[config.mk]
export PLATFORM = sky130hd
export DESIGN_NAME = mux_rr_scheduler
export DESIGN_NICKNAME = d
export VERILOG_FILES = /design/src/rtl/mux_sched_pkg.sv /design/src/rtl/mux_rr_scheduler_sync_fifo.sv /design/src/rtl/mux_rr_scheduler.sv
export SDC_FILE = /design/constraint.sdc
export NUM_CORES = 1
export LEC_CHECK = 0
export BUFFER_PORTS_ARGS = -buffer_cell sky130_fd_sc_hd__buf_2
export CORE_MARGIN = 5
export CORE_UTILIZATION = 50
export DETAILED_ROUTE_END_ITERATION = 8
export PLACE_DENSITY = 0.7
export SYNTH_ARGS = -nofsm -noshare
export SYNTH_HDL_FRONTEND = slang
export SYNTH_SLANG_ARGS = --single-unit
[constraint.sdc]
create_clock -name clk8f -period 5 [get_ports clk8f]
set_input_delay 0.25 -clock clk8f [delete_from_list [all_inputs] [get_ports clk8f]]
set_output_delay 0.25 -clock clk8f [all_outputs]
set_load 0.05 [all_outputs]
[src/rtl/mux_sched_pkg.sv]
// Shared defaults and arbiter state encoding for the two-lane round-robin scheduler.
package mux_sched_pkg;

  localparam int unsigned DATA_W     = 8;
  localparam int unsigned FIFO_DEPTH = 4;
  localparam int unsigned CNT_W      = 3;

  localparam logic [1:0] IDLE  = 2'b00;
  localparam logic [1:0] SEND0 = 2'b01;
  localparam logic [1:0] SEND1 = 2'b10;

endpackage

[src/rtl/mux_rr_scheduler_sync_fifo.sv]
// Per-lane synchronous FIFO with registered occupancy count and no write-to-read bypass.
module sync_fifo #(
  parameter int unsigned DATA_W = 8,
  parameter int unsigned DEPTH  = 4,
  parameter int unsigned CNT_W  = 3
) (
  input  logic              clk8f,
  input  logic              reset,
  input  logic              push,
  input  logic [DATA_W-1:0] din,
  input  logic              pop,
  output logic [DATA_W-1:0] dout,
  output logic [CNT_W-1:0]  count,
  output logic              full,
  output logic              empty
);

  localparam int unsigned AW = (DEPTH > 1) ? $clog2(DEPTH) : 1;

  logic [DATA_W-1:0] mem_q [DEPTH];
  logic [AW-1:0]     wptr_q, wptr_d;
  logic [AW-1:0]     rptr_q, rptr_d;
  logic [CNT_W-1:0]  cnt_q, cnt_d;
  logic              push_ok, pop_ok;

  assign full    = (cnt_q == CNT_W'(DEPTH));
  assign empty   = (cnt_q == '0);
  // Fullness comes from the registered count, so a push into a full FIFO drops even on a pop.
  assign push_ok = push & ~full;
  assign pop_ok  = pop & ~empty;
  assign count   = cnt_q;
  assign dout    = mem_q[rptr_q];

  always_comb begin
    wptr_d = wptr_q;
    rptr_d = rptr_q;
    cnt_d  = cnt_q;
    if (push_ok) wptr_d = wptr_q + AW'(1);
    if (pop_ok)  rptr_d = rptr_q + AW'(1);
    case ({push_ok, pop_ok})
      2'b10:   cnt_d = cnt_q + CNT_W'(1);
      2'b01:   cnt_d = cnt_q - CNT_W'(1);
      default: cnt_d = cnt_q;
    endcase
  end

  always_ff @(posedge clk8f or negedge reset) begin
    if (!reset) begin
      wptr_q <= '0;
      rptr_q <= '0;
      cnt_q  <= '0;
    end else begin
      wptr_q <= wptr_d;
      rptr_q <= rptr_d;
      cnt_q  <= cnt_d;
    end
  end

  always_ff @(posedge clk8f) begin
    if (push_ok) mem_q[wptr_q] <= din;
  end

endmodule

[src/rtl/mux_rr_scheduler.sv]
// Two-lane round-robin scheduler: per-lane FIFOs feeding a registered, backpressured output.
module mux_rr_scheduler
  import mux_sched_pkg::*;
#(
  parameter int unsigned DATA_W     = mux_sched_pkg::DATA_W,
  parameter int unsigned FIFO_DEPTH = mux_sched_pkg::FIFO_DEPTH,
  parameter int unsigned CNT_W      = mux_sched_pkg::CNT_W
) (
  input  logic              clk8f,
  input  logic              reset,
  input  logic [DATA_W-1:0] data_in_0,
  input  logic              valid_in_0,
  output logic              ready_0,
  input  logic [DATA_W-1:0] data_in_1,
  input  logic              valid_in_1,
  output logic              ready_1,
  input  logic              out_ready,
  output logic [DATA_W-1:0] data_out,
  output logic              valid_out,
  output logic              sel_out,
  output logic [CNT_W-1:0]  fifo_count_0,
  output logic [CNT_W-1:0]  fifo_count_1,
  output logic              overflow_0,
  output logic              overflow_1
);

  logic [DATA_W-1:0] dout_0, dout_1;
  logic              full_0, full_1, empty_0, empty_1;
  logic              pop_0, pop_1;

  logic [1:0]        state_q, state_d;
  logic [DATA_W-1:0] data_q, data_d;
  logic              sel_q, sel_d;
  logic              last_grant_q, last_grant_d;
  logic [1:0]        overflow_q, overflow_d;
  logic              adv, grant_vld, grant_lane;

  sync_fifo #(.DATA_W(DATA_W), .DEPTH(FIFO_DEPTH), .CNT_W(CNT_W)) u_fifo_0 (
    .clk8f (clk8f),
    .reset (reset),
    .push  (valid_in_0),
    .din   (data_in_0),
    .pop   (pop_0),
    .dout  (dout_0),
    .count (fifo_count_0),
    .full  (full_0),
    .empty (empty_0)
  );

  sync_fifo #(.DATA_W(DATA_W), .DEPTH(FIFO_DEPTH), .CNT_W(CNT_W)) u_fifo_1 (
    .clk8f (clk8f),
    .reset (reset),
    .push  (valid_in_1),
    .din   (data_in_1),
    .pop   (pop_1),
    .dout  (dout_1),
    .count (fifo_count_1),
    .full  (full_1),
    .empty (empty_1)
  );

  assign valid_out = (state_q != IDLE);
  assign adv       = ~valid_out | out_ready;

  always_comb begin
    grant_vld  = 1'b0;
    grant_lane = 1'b0;
    if (adv) begin
      if (!empty_0 && !empty_1) begin
        grant_vld  = 1'b1;
        grant_lane = ~last_grant_q;
      end else if (!empty_0) begin
        grant_vld  = 1'b1;
        grant_lane = 1'b0;
      end else if (!empty_1) begin
        grant_vld  = 1'b1;
        grant_lane = 1'b1;
      end
    end
  end

  assign pop_0 = grant_vld & ~grant_lane;
  assign pop_1 = grant_vld & grant_lane;

  always_comb begin
    state_d      = state_q;
    data_d       = data_q;
    sel_d        = sel_q;
    last_grant_d = last_grant_q;
    if (adv) begin
      if (grant_vld) begin
        state_d      = grant_lane ? SEND1 : SEND0;
        data_d       = grant_lane ? dout_1 : dout_0;
        sel_d        = grant_lane;
        last_grant_d = grant_lane;
      end else begin
        // Going idle keeps data_out/sel_out at their last values.
        state_d = IDLE;
      end
    end
    overflow_d = overflow_q | {valid_in_1 & full_1, valid_in_0 & full_0};
  end

  always_ff @(posedge clk8f or negedge reset) begin
    if (!reset) begin
      state_q      <= IDLE;
      data_q       <= '0;
      sel_q        <= 1'b0;
      last_grant_q <= 1'b1;
      overflow_q   <= '0;
    end else begin
      state_q      <= state_d;
      data_q       <= data_d;
      sel_q        <= sel_d;
      last_grant_q <= last_grant_d;
      overflow_q   <= overflow_d;
    end
  end

  assign ready_0    = ~full_0;
  assign ready_1    = ~full_1;
  assign data_out   = data_q;
  assign sel_out    = sel_q;
  assign overflow_0 = overflow_q[0];
  assign overflow_1 = overflow_q[1];

endmodule

==> results of run 1 <==
[layer usage]
layer  vias to the layer above  wire [µm]  global-route usage (%)
li1                        884          -                       -
met1                       895       2615                   19.49
met2                        38       2896                   22.24
met3                         6        328                   3.796
met4                         0         89                   6.659
met5                         -          0                       0
[worst max path at each step]
stage,slack (ps),cells after the start,endpoint,start
floorplan,2410,8,u_fifo_1.count[2]$_DFFE_PN0P_,u_fifo_1.count[2]$_DFFE_PN0P_
global placement,2350,9,u_fifo_1.count[2]$_DFFE_PN0P_,u_fifo_0.count[2]$_DFFE_PN0P_
detailed placement,2270,9,u_fifo_1.count[2]$_DFFE_PN0P_,u_fifo_0.count[2]$_DFFE_PN0P_
CTS,2250,9,u_fifo_1.count[2]$_DFFE_PN0P_,u_fifo_0.count[2]$_DFFE_PN0P_
global route,2060,9,u_fifo_1.count[2]$_DFFE_PN0P_,u_fifo_0.count[0]$_DFFE_PN0P_
finish,2250,9,u_fifo_1.count[2]$_DFFE_PN0P_,u_fifo_0.count[2]$_DFFE_PN0P_
[registers in the layout (all words and copies together) (netlist names)]
| name | count |
|---|---|
| sel_out | 1 |
| data_out | 8 |
| u_fifo_0.wptr_q | 2 |
| overflow_q | 2 |
| u_fifo_0.mem_q | 32 |
| u_fifo_1.mem_q | 32 |
| u_fifo_1.count | 3 |
| u_fifo_1.wptr_q | 2 |
| u_fifo_0.count | 3 |
| state_q | 2 |
| u_fifo_0.rptr_q | 2 |
| u_fifo_1.rptr_q | 2 |
| last_grant_q | 1 |
[area by class of cell]
cell class,count,area (µm²),share of cell area [%]
Clock inverter,6,111.4,2.605
Tap cell,99,123.9,2.897
Multi-Input combinational cell,104,1041,24.35
Sequential cell,92,2624,61.37
Clock buffer,10,127.6,2.985
Inverter,10,37.54,0.8780
Timing Repair Buffer,41,210.2,4.917
[power breakdown]
part	internal (mW)	switching, mW	leakage (nW)
combinational	0.423	0.651	0.662
clock	0.333	0.243	0.117
sequential	1.06	0.191	0.911
total	1.81	1.08	1.69
[cells in the final DEF, fill, tap and decap left out, types with 9 or more instances in the layout]
cell type and instances:
o21ai_0 10, buf_2 40, mux4_2 16, edfxtp_1 64, ha_1 10, clkbuf_8 9
nor2_1 10, inv_1 10, nand2_1 15, dfrtp_1 27
[critical path, cell delays in order (launching register included)]
cell	delay, ps
dfrtp_1	440
or3_4	430
a211o_1	530
inv_1	220
ha_1	200
inv_1	60
fa_1	370
xor2_1	150
nor2_1	110
xor2_1	150
[per-stage QoR]
stage / hold slack, ps / instance area, µm²
floorplan: -45.59 / 3736
global placement: 301.1 / 4026
detailed placement: 310.7 / 4026
CTS: 74.78 / 4275
global route: 92.74 / 4275
finish: 101.2 / 4275
[cells by family after synthesis]
group,synth area share (%)
DFF,70.23
xor gates and xnor gates,2.579
buffers and inverters,1.909
and+or+nand+nor,4.454
adders and majority gates,4.421
muxes,12.69
AOI/OAI and AO/OA,3.718
==> results.json, run 1 <==
{
  "crit_type": "register to register",
  "num_vias": 1823,
  "fmax_mhz": 363.7,
  "numClockSinks": 92,
  "cts_made_buffers": 9,
  "synth_edf_count": 64,
  "synthTopCellsByArea": "edfxtp_1 51%, dfrtp_1 18%, mux4_2 9.6%",
  "root_buffer": "clkbuf_8",
  "syn-cell-area_um2": 3736,
  "synth_common_cells": "64 x edfxtp_1, 27 x dfrtp_1, 16 x mux4_2",
  "async_flop_share_pct": 30.43,
  "post_drt_wl_per_cell_um": 16.38,
  "synth_flop_cell": "edfxtp_1",
  "setup_ws_ps": 2250,
  "reg2regPathDepth": 9,
  "cts_setup_buffers": 0,
  "initial_core_util_pct": 51.51,
  "ir_drop_uv": 504.8,
  "row_count": 31,
  "die_w_um": 96.44,
  "worst_pin_slew_ps": 763.6,
  "slew-limit-headroom_pct": 48.92,
  "report.final.slew_viol_count": 0,
  "tritoncts": "done",
  "dpl_worst_slack_ps": 2274,
  "detail_route.vias_per_cell": 5.036,
  "antenna_cells": 0,
  "area_delta_synth_final_pct": 14.43,
  "grt_start_max_net_pins": 29,
  "regToRegStartpoint": "u_fifo_0.count[2]$_DFFE_PN0P_",
  "h-tree-depth": 3,
  "seq_area_frac_synth_pct": 70.23,
  "grt-ovfl-total": 0,
  "r2r-end": "u_fifo_1.count[2]$_DFFE_PN0P_",
  "placed_cells": 345,
  "ios": 41,
  "cts_resized": 0,
  "clock_latency_ps": 350,
  "syn_avg_cell_area_um2": 17.62,
  "ant_nets": 0,
  "crit_path_start_kind": "register",
  "setup_viol": 0,
  "clockBufferDepth": 2,
  "power_mw": 2.899,
  "endpoint_kind": "register",
  "fin_cells": 362,
  "grt_pass1_wl_um": 9708,
  "grt_setup_unrepaired": "false",
  "r2r_setup_slack_ps": 2250,
  "clk_pin_slew_ps": 80,
  "holdPathEnd": "state_q[0]$_DFFE_PN0P_",
  "cp_max_fo": 11,
  "drive_gt1_share_pct": 30.42,
  "hold_viol": 0,
  "finalCritPeriodShare_pct": 55.00,
  "yosysTopAreaCellShare_pct": 51.44,
  "min_period_ps": 2750,
  "drt_iter0_drc": 38,
  "skew_ps": 6.998,
  "synth-seq-cells": 92,
  "drc": 0,
  "core_area_um2": 7253,
  "synth.distinct_cells": 27,
  "hold_depth": 2,
  "grt_pass1_vias": 1958,
  "wl_um": 5929,
  "ys.warnings.count": 0,
  "hold_path_startpoint": "out_ready",
  "p_leak_nw": 1.689,
  "status": "finished, final reports clean",
  "hpwlAfterDp_um": 4223,
  "cp.arrival_ps": 3020,
  "fin_setup_tns_ps": 0,
  "nets": 291,
  "die_y_um": 96.44,
  "port_buffers": 40,
  "globalplace.congestion": 0.7492,
  "drv_cap": 0,
  "synth.most_common_cell": "edfxtp_1",
  "yosysTopAreaCell": "edfxtp_1",
  "required_ps": 5270,
  "hold_path_class": "primary input to register",
  "finish.utilization_pct": 58.94,
  "antenna_found_initial": 0,
  "cts_hold_buf": 1,
  "track_usage_pct": 14.49,
  "fillCellCount": 559,
  "power.density_nw_per_um2": 678.1,
  "syn_nets": 245,
  "die_area_um2": 9301,
  "drt-pass1-iter-count": 4,
  "netlist_instances": 212
}
Power figures use the tool's default switching activity.
==> run 2, diff against run 1 <==
--- a/config.mk
+++ b/config.mk
@@ -9,7 +9,7 @@
 export CORE_MARGIN = 5
 export CORE_UTILIZATION = 50
 export DETAILED_ROUTE_END_ITERATION = 8
-export PLACE_DENSITY = 0.7
+export PLACE_DENSITY = 0.72
 export SYNTH_ARGS = -nofsm -noshare
 export SYNTH_HDL_FRONTEND = slang
 export SYNTH_SLANG_ARGS = --single-unit
==> constraint.sdc (replaced) <==
create_clock -name clk8f -period 2.5 [get_ports clk8f]
set_input_delay 0.125 -clock clk8f [delete_from_list [all_inputs] [get_ports clk8f]]
set_output_delay 0.125 -clock clk8f [all_outputs]
set_load 0.05 [all_outputs]
==> run 2 against run 1 <==
Compared with the run above: clock power grew 75%; worst hold slack lost 33 ps; first-iteration DRC count grew to 3.1 times the previous value; setup slack lost 2100 ps; cell area grew 4.8%; largest power group unchanged.
==> results.json, run 2 (same netlist as run 1, synthesis figures left out) <==
{
  "die_w_um": 96.44,
  "numClockSinks": 92,
  "reg2regPathDepth": 9,
  "row_count": 31,
  "core_area_um2": 7253,
  "crit_type": "register to register",
  "required_ps": 2780,
  "critPathMaxStageDelay_ps": 430,
  "globalplace.congestion": 0.7143,
  "root_buffer": "clkbuf_8",
  "antenna_found_initial": 0,
  "final_cell_mix": "64 x edfxtp_1, 40 x buf_2, 25 x dfrtp_1",
  "hold_depth": 2,
  "finalCritPeriodShare_pct": 93.47,
  "die_y_um": 96.44,
  "dpl_worst_slack_ps": 138.4,
  "hold_path_class": "primary input to register",
  "post_drt_wl_per_cell_um": 16.28,
  "report.final.slew_viol_count": 0,
  "ios": 41,
  "nets": 316,
  "ir_drop_uv": 996.2,
  "skew_ps": 9.465,
  "num_vias": 1987,
  "drc": 0,
  "worst_pin_slew_ps": 770.4,
  "final_cell_area_um2": 4479,
  "holdPathEnd": "overflow_q[0]$_DFF_PN0_",
  "port_buffers": 40,
  "cp_num_buf_inv": 2,
  "cp_slowest_cell": "dfrtp_2",
  "crit_chain": "or3_4 -> a211o_1 -> inv_1 -> ha_1 -> inv_1 -> fa_1 -> xor2_1 -> nor2_1 -> xor2_1",
  "setup_ws_ps": 163.2,
  "initial_core_util_pct": 51.51,
  "cp.arrival_ps": 2620,
  "clockBufferDepth": 2,
  "detail_route.vias_per_cell": 5.134,
  "power.density_nw_per_um2": 1300,
  "grt_pass1_vias": 2120,
  "cts_made_buffers": 9,
  "ant_nets": 0,
  "grt-ovfl-total": 0,
  "track_usage_pct": 15.33,
  "fin_setup_tns_ps": 0,
  "slew-limit-headroom_pct": 48.46,
  "antenna_cells": 0,
  "cp_max_fo": 4,
  "fmax_mhz": 427.9,
  "crit_path_start_kind": "register",
  "drt_iter0_drc": 116,
  "setup_viol": 0,
  "r2r_setup_slack_ps": 160,
  "hold_path_startpoint": "valid_in_0",
  "p_leak_nw": 1.783,
  "grt_start_max_net_pins": 29,
  "hpwlAfterDp_um": 4326,
  "final_common_cell": "edfxtp_1",
  "r2r-end": "u_fifo_1.count[2]$_DFFE_PN0P_",
  "grt_setup_unrepaired": "false",
  "endpoint_kind": "register",
  "tritoncts": "done",
  "h-tree-depth": 3,
  "drive_gt1_share_pct": 31.94,
  "die_area_um2": 9301,
  "place_area_um2": 4054,
  "clock_latency_ps": 350,
  "grt_pass1_wl_um": 10230,
  "drv_cap": 0,
  "min_period_ps": 2337,
  "drt-pass1-iter-count": 4,
  "hold_viol": 0,
  "clk_pin_slew_ps": 90,
  "wl_um": 6301,
  "critPathTopFamily": "adder cells",
  "regToRegStartpoint": "u_fifo_0.count[2]$_DFFE_PN0P_",
  "status": "finished, final reports clean",
  "area_delta_synth_final_pct": 19.89
}
==> run 2: changes by cell type in the layout (fill, tap and decap cells not counted), moves of 2 or more <==
cell / previous run / this run
clkinv_4: 0 / 2
buf_4: 0 / 8
dlygate4sd3_1: 1 / 18
dfrtp_1: 27 / 25
dfrtp_2: 0 / 2
bufinv_16: 3 / 1
==> run 2: cell type report <==
cell class | instances | area (µm²)
fill | 560 | 2774
sequential | 92 | 2626
multi-input combinational | 104 | 1044
timing repair buffer | 66 | 440.4
clock buffer | 9 | 123.9
tap | 99 | 123.9
clock inverter | 7 | 83.83
inverter | 10 | 37.54
==> run 2: timing repair <==
item | 4_1_cts | 5_1_grt
setup buffers | 0 | 5
hold buffers | 18 | 0
endpoints found under the setup margin | 0 | 1
hold endpoints to repair | 93 | 0
resized for setup | 0 | 0
==> run 2: routing by layer <==
| layer | track usage, % | share of wire (%) |
|---|---|---|
| met2 | 23.91 | 49 |
| met5 | 0 | 0 |
| met1 | 20.20 | 45 |
| met3 | 3.718 | 4.9 |
| met4 | 7.710 | 1.6 |
==> run 2: where the power goes <==
part	internal [mW]	switching, mW
clock network	0.479	0.531
logic	0.951	1.36
registers	2.12	0.382
total	3.55	2.28
==> run 2: how the worst max path moves through the flow <==
stage,end,cells past startpoint,start,slack (ps)
floorplan,u_fifo_1.count[2]$_DFFE_PN0P_,9,u_fifo_0.count[1]$_DFFE_PN0P_,8
global placement,u_fifo_1.count[2]$_DFFE_PN0P_,9,u_fifo_0.count[2]$_DFFE_PN0P_,220
detailed placement,u_fifo_1.count[2]$_DFFE_PN0P_,9,u_fifo_0.count[2]$_DFFE_PN0P_,140
CTS,u_fifo_1.count[2]$_DFFE_PN0P_,9,u_fifo_0.count[2]$_DFFE_PN0P_,140
global route,u_fifo_1.count[2]$_DFFE_PN0P_,9,u_fifo_0.count[2]$_DFFE_PN0P_,6
finish,u_fifo_1.count[2]$_DFFE_PN0P_,9,u_fifo_0.count[2]$_DFFE_PN0P_,160
==> run 2: per-stage QoR <==
step                      util (%)  cells  total power, mW  hold slack (ps)
after CTS                    61.24    382            5.841            51.23
final                        61.76    387            5.824            67.69
after global placement       55.89    348            4.741            171.6
after detailed placement     55.89    348            4.807            183.4
after floorplan                  -    212            4.223           -170.6
after global routing         61.76    387            6.219            58.45
==> run 2: worst reg2reg max path, cell delays in order, from the launching register on <==
cell     delay [ps]
dfrtp_2         430
or3_4           410
a211o_1         320
inv_1            80
ha_1            180
inv_1            60
fa_1            380
xor2_1          150
nor2_1          110
xor2_1          140
==> run 3, diff against run 2 <==
--- a/config.mk
+++ b/config.mk
@@ -6,10 +6,10 @@
 export NUM_CORES = 1
 export LEC_CHECK = 0
 export BUFFER_PORTS_ARGS = -buffer_cell sky130_fd_sc_hd__buf_2
-export CORE_MARGIN = 5
 export CORE_UTILIZATION = 50
 export DETAILED_ROUTE_END_ITERATION = 8
 export PLACE_DENSITY = 0.72
+export REMOVE_ABC_BUFFERS = 1
 export SYNTH_ARGS = -nofsm -noshare
 export SYNTH_HDL_FRONTEND = slang
 export SYNTH_SLANG_ARGS = --single-unit
==> run 3 against run 2 <==
Compared with the run above: fmax up 0.66%; via count down 1.8%; worst hold slack better by 14 ps; register-to-register slack better by 20 ps; critical path depth unchanged; total power up 0.11%; setup slack better by 15 ps; die area down 16%; global-route usage up 2.8 points; sequential power about the same; routed wire length down 0.54%; non-clock buffer count down 2.
==> results.json, run 3 (same netlist as run 1, synthesis figures left out) <==
{
  "cp_max_fo": 3,
  "grt-ovfl-total": 0,
  "num_vias": 1952,
  "holdWs_ps": 81.29,
  "die_area_um2": 7822,
  "report.final.slew_viol_count": 0,
  "die_w_um": 88.44,
  "setup_viol": 0,
  "row_count": 31,
  "drt_iter0_drc": 70,
  "clock_latency_ps": 350,
  "cts_resized": 0,
  "place_area_um2": 4071,
  "port_buffers": 40,
  "fin_setup_tns_ps": 0,
  "grt_pass1_wl_um": 9998,
  "fmax_mhz": 430.7,
  "area_delta_synth_final_pct": 19.59,
  "hold_viol": 0,
  "skew_ps": 10.14,
  "grt_pass1_vias": 2039,
  "endpoint_kind": "register",
  "fillCellCount": 554,
  "cts_setup_buffers": 0,
  "grt_start_max_net_pins": 29,
  "min_period_ps": 2322,
  "clk_pin_slew_ps": 80,
  "wl_um": 6267,
  "root_buffer": "clkbuf_8",
  "drc": 0,
  "drive_gt1_share_pct": 29.72,
  "crit_path_start_kind": "register",
  "ios": 41,
  "fin_cells": 385,
  "drt-pass1-iter-count": 4,
  "final_common_cell": "edfxtp_1",
  "globalplace.congestion": 0.7444,
  "cp.arrival_ps": 2580,
  "antenna_cells": 0,
  "core_area_um2": 7253,
  "required_ps": 2760,
  "finish.utilization_pct": 61.60,
  "hpwlAfterDp_um": 4279,
  "tritoncts": "done",
  "nets": 314,
  "grt_setup_unrepaired": "false",
  "initial_core_util_pct": 51.51,
  "track_usage_pct": 18.10,
  "ant_nets": 0,
  "slew-limit-headroom_pct": 46.37,
  "cts_made_buffers": 9,
  "drv_cap": 0,
  "final_cell_mix": "64 x edfxtp_1, 40 x buf_2, 27 x dfrtp_1",
  "die_y_um": 88.44,
  "h-tree-depth": 3,
  "placed_cells": 351,
  "status": "finished, final reports clean",
  "finalCritPeriodShare_pct": 92.86,
  "power.density_nw_per_um2": 1305,
  "crit_type": "register to register",
  "final_cell_area_um2": 4468,
  "detail_route.vias_per_cell": 5.070,
  "post_drt_wl_per_cell_um": 16.28,
  "ir_drop_uv": 857.6,
  "hold_path_class": "primary input to register",
  "clockBufferDepth": 2,
  "p_leak_nw": 1.776,
  "antenna_found_initial": 0,
  "worst_pin_slew_ps": 801.8,
  "numClockSinks": 92
}
run 3: changes by cell type in the layout (fill, tap and decap cells not counted), moves of 2 or more:
cell / change
buf_4: -2
inv_6: -2
dfrtp_2: -2
dfrtp_1: +2
run 3: worst paths after layout:
path	start	slack [ps]	depth (start not counted)	endpoint
worst min-delay path	valid_in_0	80	2	overflow_q[0]$_DFF_PN0_
worst min register to register	overflow_q[0]$_DFF_PN0_	470	1	overflow_q[0]$_DFF_PN0_
worst max-delay path	u_fifo_0.count[2]$_DFFE_PN0P_	180	9	u_fifo_1.count[2]$_DFFE_PN0P_
worst max register to register	u_fifo_0.count[2]$_DFFE_PN0P_	180	9	u_fifo_1.count[2]$_DFFE_PN0P_
min in group asynchronous	reset	330	2	data_out[0]$_DFFE_PN0P_
max in group asynchronous	reset	1740	2	u_fifo_1.wptr_q[0]$_DFFE_PN0P_
run 3: worst max-delay path: stages (launching register included):
cell and delay (ps):
dfrtp_1 390, or3_4 410, a211o_1 320, inv_1 80, ha_1 180, inv_1 60
fa_1 370, xor2_1 150, nor2_1 120, xor2_1 170
run 3: metal layers:
layer / vias to the layer above / routed length, µm / GRT usage [%]
met5: - / 0 / 0
met4: 0 / 90 / 9.384
met3: 9 / 190 / 3.451
met2: 40 / 3172 / 29.44
met1: 969 / 2813 / 23.40
li1: 934 / - / -
run 3: power by group:
| part | total (mW) | internal [mW] | switching, mW |
|---|---|---|---|
| clock network | 1.05 | 0.563 | 0.482 |
| registers | 2.48 | 2.12 | 0.360 |
| logic | 2.31 | 0.933 | 1.38 |
run 3: cell type report:
cell class / count / area [µm²] / share of cell area, %
sequential: 92 / 2624 / 58.72
multi-input combinational: 104 / 1041 / 23.30
timing repair buffer: 64 / 425.4 / 9.521
clock buffer: 10 / 127.6 / 2.856
tap: 99 / 123.9 / 2.772
clock inverter: 6 / 88.84 / 1.988
inverter: 10 / 37.54 / 0.8401
run 3: timing repair:
action | CTS | global route
endpoints found under the hold margin | 93 | 0
setup endpoints to repair | 0 | 0
hold buffers | 18 | 0
run 3: metrics by stage:
stage,power [mW],setup slack [ps]
final,5.831,178.4
after global routing,6.187,51.57
after CTS,5.902,158.4
after detailed placement,4.835,182.7
after global placement,4.758,285.5
after floorplan,4.161,-270.6
